### src/rtl/mux_arb_pkg.sv
// Shared types and constants for the two-requester mux select arbiter.
package mux_arb_pkg;

  localparam int unsigned GNT_W = 2;

  typedef enum logic [1:0] {
    IDLE    = 2'd0,
    GRANT_X = 2'd1,
    GRANT_Y = 2'd2,
    DEAD    = 2'd3
  } arb_state_e;

  localparam logic SEL_X = 1'b0;
  localparam logic SEL_Y = 1'b1;

  localparam logic [GNT_W-1:0] GNT_NONE = 2'b00;
  localparam logic [GNT_W-1:0] GNT_X    = 2'b01;
  localparam logic [GNT_W-1:0] GNT_Y    = 2'b10;

  // One-hot grant vector implied by an arbiter state.
  function automatic logic [GNT_W-1:0] gnt_of_state(input arb_state_e s);
    case (s)
      GRANT_X: return GNT_X;
      GRANT_Y: return GNT_Y;
      default: return GNT_NONE;
    endcase
  endfunction

endpackage

### src/rtl/mux_select_arbiter_tenure_counter.sv
// Saturating tenure counter: clear restarts the tenure (at 1 if also enabled),
// enable counts granted cycles; expired is high once the count reaches HOLD_CYCLES.
module tenure_counter #(
  parameter int unsigned HOLD_CYCLES = 4,
  parameter int unsigned CNT_W       = 8
) (
  input  logic clk,
  input  logic reset,
  input  logic clear,
  input  logic enable,
  output logic expired
);

  localparam logic [CNT_W-1:0] HOLD = CNT_W'(HOLD_CYCLES);

  logic [CNT_W-1:0] cnt_q, cnt_d;
  logic             expired_q, expired_d;

  always_comb begin
    cnt_d = cnt_q;
    if (clear) begin
      cnt_d = enable ? CNT_W'(1) : '0;
    end else if (enable && (cnt_q < HOLD)) begin
      cnt_d = cnt_q + CNT_W'(1);
    end
    // Registered flag tracks the count it will be compared against next cycle.
    expired_d = (cnt_d >= HOLD);
  end

  always_ff @(posedge clk) begin
    if (reset) begin
      cnt_q     <= '0;
      expired_q <= 1'b0;
    end else begin
      cnt_q     <= cnt_d;
      expired_q <= expired_d;
    end
  end

  assign expired = expired_q;

endmodule

### src/rtl/mux_select_arbiter.sv
// Two-requester round-robin arbiter driving the 2:1 data mux select with minimum tenure.
// Optional break-before-make DEAD cycle enabled by MUX_SELECT_ARBITER_DEADTIME_EN.
module mux_select_arbiter
  import mux_arb_pkg::*;
#(
  parameter int unsigned HOLD_CYCLES = 4,
  parameter int unsigned CNT_W       = 8
) (
  input  logic             clk,
  input  logic             reset,
  input  logic [GNT_W-1:0] req,
  output logic [GNT_W-1:0] gnt,
  output logic             sel,
  output logic             out_en,
  output logic             busy
);

`ifdef MUX_SELECT_ARBITER_DEADTIME_EN
  localparam arb_state_e SWITCH_TO_X = DEAD;
  localparam arb_state_e SWITCH_TO_Y = DEAD;
`else
  localparam arb_state_e SWITCH_TO_X = GRANT_X;
  localparam arb_state_e SWITCH_TO_Y = GRANT_Y;
`endif

  arb_state_e       state_q, state_d;
  logic [GNT_W-1:0] gnt_q, gnt_d;
  logic             sel_q, sel_d;
  logic             out_en_q, out_en_d;
  logic             busy_q, busy_d;
  logic             last_owner_q, last_owner_d;
  logic             cnt_clear, cnt_enable, expired;

  tenure_counter #(
    .HOLD_CYCLES(HOLD_CYCLES),
    .CNT_W      (CNT_W)
  ) u_tenure (
    .clk    (clk),
    .reset  (reset),
    .clear  (cnt_clear),
    .enable (cnt_enable),
    .expired(expired)
  );

  // Next-state: release on drop, preempt only once tenure has expired.
  always_comb begin
    state_d = state_q;
    unique case (state_q)
      IDLE: begin
        unique case (req)
          2'b01:   state_d = GRANT_X;
          2'b10:   state_d = GRANT_Y;
          2'b11:   state_d = (last_owner_q == SEL_Y) ? GRANT_X : GRANT_Y;
          default: state_d = IDLE;
        endcase
      end
      GRANT_X: begin
        if (!req[0] || (req[1] && expired)) begin
          state_d = req[1] ? SWITCH_TO_Y : IDLE;
        end
      end
      GRANT_Y: begin
        if (!req[1] || (req[0] && expired)) begin
          state_d = req[0] ? SWITCH_TO_X : IDLE;
        end
      end
`ifdef MUX_SELECT_ARBITER_DEADTIME_EN
      DEAD:    state_d = (sel_q == SEL_Y) ? GRANT_Y : GRANT_X;
`endif
      default: state_d = IDLE;
    endcase
  end

  // Output/owner decode from the next state so every output is a flop.
  always_comb begin
    sel_d        = sel_q;
    last_owner_d = last_owner_q;
    unique case (state_d)
      GRANT_X: begin
        sel_d        = SEL_X;
        last_owner_d = SEL_X;
      end
      GRANT_Y: begin
        sel_d        = SEL_Y;
        last_owner_d = SEL_Y;
      end
      DEAD:    sel_d = (state_q == GRANT_X) ? SEL_Y : SEL_X;
      default: sel_d = sel_q;
    endcase
    gnt_d      = gnt_of_state(state_d);
    out_en_d   = (gnt_d != GNT_NONE);
    busy_d     = (state_d != IDLE);
    cnt_clear  = (state_d != state_q);
    cnt_enable = (gnt_d != GNT_NONE);
  end

  always_ff @(posedge clk) begin
    if (reset) begin
      state_q      <= IDLE;
      gnt_q        <= GNT_NONE;
      sel_q        <= SEL_X;
      out_en_q     <= 1'b0;
      busy_q       <= 1'b0;
      last_owner_q <= SEL_Y;
    end else begin
      state_q      <= state_d;
      gnt_q        <= gnt_d;
      sel_q        <= sel_d;
      out_en_q     <= out_en_d;
      busy_q       <= busy_d;
      last_owner_q <= last_owner_d;
    end
  end

  assign gnt    = gnt_q;
  assign sel    = sel_q;
  assign out_en = out_en_q;
  assign busy   = busy_q;

endmodule

### config.mk
export PLATFORM = sky130hd
export DESIGN_NAME = mux_select_arbiter
export DESIGN_NICKNAME = d
export VERILOG_FILES = /design/src/rtl/mux_arb_pkg.sv /design/src/rtl/mux_select_arbiter_tenure_counter.sv /design/src/rtl/mux_select_arbiter.sv
export SDC_FILE = /design/constraint.sdc
export NUM_CORES = 1
export LEC_CHECK = 0
export ABC_AREA = 0
export BUFFER_PORTS_ARGS = -buffer_cell sky130_fd_sc_hd__buf_2
export CAP_MARGIN = 20
export CORE_MARGIN = 2
export CORE_UTILIZATION = 40
export CTS_CLUSTER_DIAMETER = 200
export CTS_CLUSTER_SIZE = 10
export DETAILED_ROUTE_END_ITERATION = 8
export PLACE_DENSITY = 0.57
export SETUP_SLACK_MARGIN = 0.1
export SYNTH_ARGS = -nofsm -noshare
export SYNTH_HDL_FRONTEND = slang
export SYNTH_HIERARCHICAL = 1
export SYNTH_SLANG_ARGS = --single-unit
### constraint.sdc
create_clock -name clk -period 2.38 [get_ports clk]
set_input_delay 0.595 -clock clk [delete_from_list [all_inputs] [get_ports clk]]
set_output_delay 0.595 -clock clk [all_outputs]
set_load 0.02 [all_outputs]
# ---- Yosys cells after proc, flatten, opt, wreduce, memory -nomap -nowiden
# Cells that the tools add are included.
dict set report totals {
  input_bits 4
  elab_cells 46
  reg_bits 17
}
dict set report classes {
  eq_ne 9
  n_addsub 1
  n_reduce_logical 12
  n_mux 14
  magnitude_cmp 2
}
# operator count
set op_table {}
lappend op_table {{2-to-1 mux 8 bit} 2}
lappend op_table {{case mux 2 bit (3 select lines)} 2}
lappend op_table {{== test 2 bit, second input constant} 5}
lappend op_table {{adder 8 x 1 -> 8 bit, second input constant} 1}
lappend op_table {{>= comparator 8 x 3 -> 1 bit, second input constant} 1}
lappend op_table {{less-than comparator 8 x 3 -> 1 bit, second input constant} 1}
lappend op_table {{2-to-1 mux 2 bit} 4}
lappend op_table {{== test 2 x 1 -> 1 bit, second input constant} 3}
lappend op_table {{nonzero test 2 bit} 3}
lappend op_table {{case mux 2 bit (2 select lines)} 1}
lappend op_table {{logical AND 1 bit} 3}
lappend op_table {{2-to-1 mux 1 bit} 3}
lappend op_table {{case mux 1 bit (3 select lines)} 1}
lappend op_table {{nonzero test 3 bit} 1}
lappend op_table {{logical NOT 1 bit} 2}
lappend op_table {{logical NOT 2 bit} 1}
lappend op_table {{logical OR 1 bit} 2}
lappend op_table {{inequality test 2 bit} 1}
lappend op_table {{case mux 1 bit (2 select lines)} 1}

# ---- Longest topological paths before layout
dict set report logic_depth {
  ltp_word 11
  ltp_mapped 7
  mapped_depth_nobuf 7
}

# ---- By module
# The synthesis kept the hierarchy.
# module n_inst seq_area_each_um2 area_each_um2 cells_each
set modules_own_cells {}
lappend modules_own_cells {mux_select_arbiter 1 160.2 424.2 45}
lappend modules_own_cells {tenure_counter 1 180.2 347.8 33}

# ---- Worst setup path before layout
# OpenSTA, ideal clock, no wires.
dict set report synth_timing {
  path_type {input-to-reg}
  from {input req[0]}
  to {register u_tenure.cnt_q[0]}
  path_buffers 0
  t_arrival_ns 1.819
  stages 6
  path_slack_ns 0.482
  setup_ns 0.079
  path_cell_list {nand2_1 > o221ai_2 > or2_1 > ha_1 > a311o_2 > o211ai_1}
}
dict set report synth_between {
  elab_chain_len 10
  elab_cells_between_ends 21
  classes_between {eq/ne: 6; mux: 9; reduce/logical: 6}
}
# item line_no
set synth_rtl {}
lappend synth_rtl {{start: declaration} mux_select_arbiter.sv:11} ;# input logic [GNT_W-1:0] req,
lappend synth_rtl {{parallel branches: the longest is 3 deep, another holds case mux 2 bit (3 select lines)} --}
lappend synth_rtl {{case mux 2 bit (3 select lines) *} mux_select_arbiter.sv:48} ;# unique case (state_q)
lappend synth_rtl {{== test 2 bit / == test 2 x 1 -> 1 bit (equally long branches)} mux_arb_pkg.sv:22} ;# case (s)
lappend synth_rtl {{case mux 2 bit (2 select lines) *} mux_arb_pkg.sv:22}
lappend synth_rtl {{nonzero test 2 bit *} mux_select_arbiter.sv:94} ;# cnt_enable = (gnt_d != GNT_NONE);
lappend synth_rtl {{named net cnt_enable} mux_select_arbiter.sv:32} ;# logic cnt_clear, cnt_enable, expired;
lappend synth_rtl {{logical AND 1 bit} mux_select_arbiter_tenure_counter.sv:23} ;# end else if (enable && (cnt_q < HOLD)) begin
lappend synth_rtl {{2-to-1 mux 8 bit} mux_select_arbiter_tenure_counter.sv:23}
lappend synth_rtl {{2-to-1 mux 8 bit *} mux_select_arbiter_tenure_counter.sv:21} ;# if (clear) begin
lappend synth_rtl {{end signal: assignment} mux_select_arbiter_tenure_counter.sv:35} ;# cnt_q <= cnt_d;
lappend synth_rtl {{end: declaration} mux_select_arbiter_tenure_counter.sv:16} ;# logic [CNT_W-1:0] cnt_q, cnt_d;
# Mark *: on every way through the listed nets, which the timed path passes.
# A chain may end at the register's enable or synchronous reset.

# ---- Worst setup path after layout
dict set report layout_timing {
  from {input req[1]}
  to {register u_tenure.cnt_q[0]}
}
dict set report layout_between {
  elab_chain_len 10
  elab_cells_between_ends 21
  classes_between {eq/ne: 6; mux: 9; reduce/logical: 6}
}
# item line_no
set layout_rtl {}
lappend layout_rtl {{parallel branches: the longest is 3 deep, another holds case mux 2 bit (3 select lines)} --}
lappend layout_rtl {{case mux 2 bit (3 select lines) *} mux_select_arbiter.sv:48}
lappend layout_rtl {{== test 2 bit / == test 2 x 1 -> 1 bit (equally long branches)} mux_arb_pkg.sv:22}
lappend layout_rtl {{case mux 2 bit (2 select lines) *} mux_arb_pkg.sv:22}
lappend layout_rtl {{nonzero test 2 bit *} mux_select_arbiter.sv:94}
lappend layout_rtl {{named net cnt_enable} mux_select_arbiter.sv:32}
lappend layout_rtl {{logical AND 1 bit} mux_select_arbiter_tenure_counter.sv:23}
lappend layout_rtl {{2-to-1 mux 8 bit} mux_select_arbiter_tenure_counter.sv:23}
lappend layout_rtl {{2-to-1 mux 8 bit *} mux_select_arbiter_tenure_counter.sv:21}
# Marked as above.

==> metrics.txt <==
status=finished, final reports clean; crit path launch type=input port; synthesized cell area=772 um^2; Vias=612; Fmax achieved=502 MHz; peak supply drop=467 uV; Initial Utilization=43.8%; post-synthesis sequential area ratio=44.1%; IO Port Bufs=8; Post-CTS Setup Inserts=0; Final Worst Setup Slack=389 ps; Clock Skews=2.89 ps; max_cap viols=0; # rows=15; CP Class=input port to register; Critical Path RT=2590 ps; yosys synthesis warning count=6; ys async rst share=0%; layout cells sized above 1=26.4%; drt total wl=1390 um; DIE AREA=2300 um^2; Core Footprint=1760 um^2; WP data arrival=2210 ps; synthesized flop and latch total=17; Placed Area=851 um^2; first-pass GRT wire length=2280 um; CTS buffer count=3; largest net degree at the start of global routing=14; count of different cell masters after synthesis=32; Final Max Slew Viols=0; post-route ant nets=0; vias in the first global route=542; post-route cell area=878 um^2; post-CTS sizing=0; hold buffers post-CTS=0; die height=47.9 um; Worst Tran Pin Value=564 ps; routability-driven placement congestion ratio=0.821; syn avg cell area=9.90 um^2; most frequently used flop master after synthesis=dfxtp_1; PD cells=652 nW/um^2; Clock Pin Slew Worst Setup and Hold Paths=90 ps; vias per cell=5.28; Gate Count Post-Synth=78; First-pass DRT Iterations=4; gr usage total=15.0%; initial antenna violation count=0; area grow syn2layout=13.8%; Avg WL per Cell=12.0 um; Critical Path Sink Type=register; I/O pin count=9; worst skew pair latency=280 ps; critical-path maximum fanout=10; Post-Route Setup TNS=0 ps; RSZ-0062 raised after global routing=false; clk sink count=17; Final min period=1990 ps; Slew HR=62.1%; antenna fix cells=0; DR iter-0 viols=11; final number of hold-violating endpoints=0; root buffer cell=clkbuf_4; die width=47.9 um; Pleak=0.000368 uW; CTS Buffer Depth=2; Residual DRC=0; period utilization=83.6%; grt ovf=0; final setup vio count=0; number of flops mapped to enable cells by yosys=0; dpl hpwl=984 um; # nets final=101; CTS H-tree lvls=1; Worst Hold Class=register to register; Place WS=205 ps; TritonCTS clock tree=done; Synth Net Count=87
==> worst paths after layout <==
kind	cells past startpoint	slack [ps]	endpoint	start
setup reg to reg	7	430	u_tenure/cnt_q[0]	state_q[1]
hold / removal	1	470	u_tenure/cnt_q[7]	u_tenure/cnt_q[7]
hold reg to reg	1	470	u_tenure/cnt_q[7]	u_tenure/cnt_q[7]
setup / recovery	8	390	u_tenure/cnt_q[0]	req[1]
==> layout make-up <==
cell class | instances | area (um^2)
fill | 187 | 886
multi-input combinational | 57 | 417
sequential | 17 | 340
timing repair buffer | 9 | 47.5
tap | 25 | 31.3
clock buffer | 3 | 22.5
inverter | 4 | 15.0
clock inverter | 1 | 5.00
==> cells in the final DEF (no fill, tap or decap), types with 2 or more instances in the layout <==
cell / Yosys / routed
and2_1: 5 / 5
dfxtp_1: 17 / 17
nor2b_1: 5 / 5
nor3_1: 3 / 3
buf_2: 0 / 8
ha_1: 5 / 5
a31oi_1: 2 / 2
nand2_1: 5 / 5
clkbuf_4: 0 / 3
a31o_2: 2 / 2
or2_2: 2 / 2
o21ai_1: 2 / 2
nand3_1: 3 / 3
nor2_1: 5 / 5
inv_1: 3 / 3
==> stage by stage <==
stage	total power [uW]	hold slack, ps	std cells	util, %
detailed placement	432	446	112	48.2
global placement	431	445	112	48.2
CTS	580	472	116	49.8
floorplan	399	431	78	-
finish	572	465	116	49.8
global route	612	498	116	49.8
==> routing by layer <==
| layer | track usage, % | wire length (um) | vias up |
|---|---|---|---|
| li1 | - | - | 309 |
| met1 | 19.1 | 683 | 284 |
| met2 | 21.6 | 617 | 16 |
| met3 | 7.92 | 81 | 3 |
| met4 | 4.86 | 8 | 0 |
| met5 | 0 | 0 | - |
==> flip-flops by register name (all words and copies together), names as in the netlist <==
signal,flops
out_en,1
u_tenure/expired,1
gnt,2
u_tenure/cnt_q,8
state_q,2
last_owner_q,1
sel,1
busy,1
==> cells by family (layout without fill, tap and decap cells) <==
family	Yosys count	in the layout	share of synthesized area (%)
and+or+nand+nor	37	37	28.7
DFF	17	17	44.1
AOI/OAI and AO/OA	15	15	17.2
adders and majority gates	5	5	8.10
buffers and inverters	4	17	1.94
==> cells in the mapped netlist (all sizes together), types with 3 or more instances <==
| master | n | area, um^2 |
|---|---|---|
| dfxtp | 17 | 340 |
| and2 | 6 | 38.8 |
| ha | 5 | 62.6 |
| nand2 | 5 | 18.8 |
| nor2 | 5 | 18.8 |
| nor2b | 5 | 31.3 |
| inv | 4 | 15.0 |
| nand3 | 3 | 15.0 |
| nor3 | 3 | 15.0 |
| or2 | 3 | 18.8 |
==> worst max-delay path: stages <==
cell	delay, ps
buf_2	130
and2_1	170
o21ai_1	190
nand3_1	150
ha_1	480
nor3b_1	260
nand3_1	120
o211ai_1	110
==> power by group <==
| part | switching [uW] | total, uW | leakage, uW | internal [uW] |
|---|---|---|---|---|
| registers | 13.6 | 316 | 0.000139 | 302 |
| logic | 62.9 | 111 | 0.000212 | 47.9 |
| clock network | 83.2 | 146 | 0.0000177 | 62.4 |
| total | 160 | 572 | 0.000368 | 413 |
No activity file was read; power rests on OpenSTA's default activity.
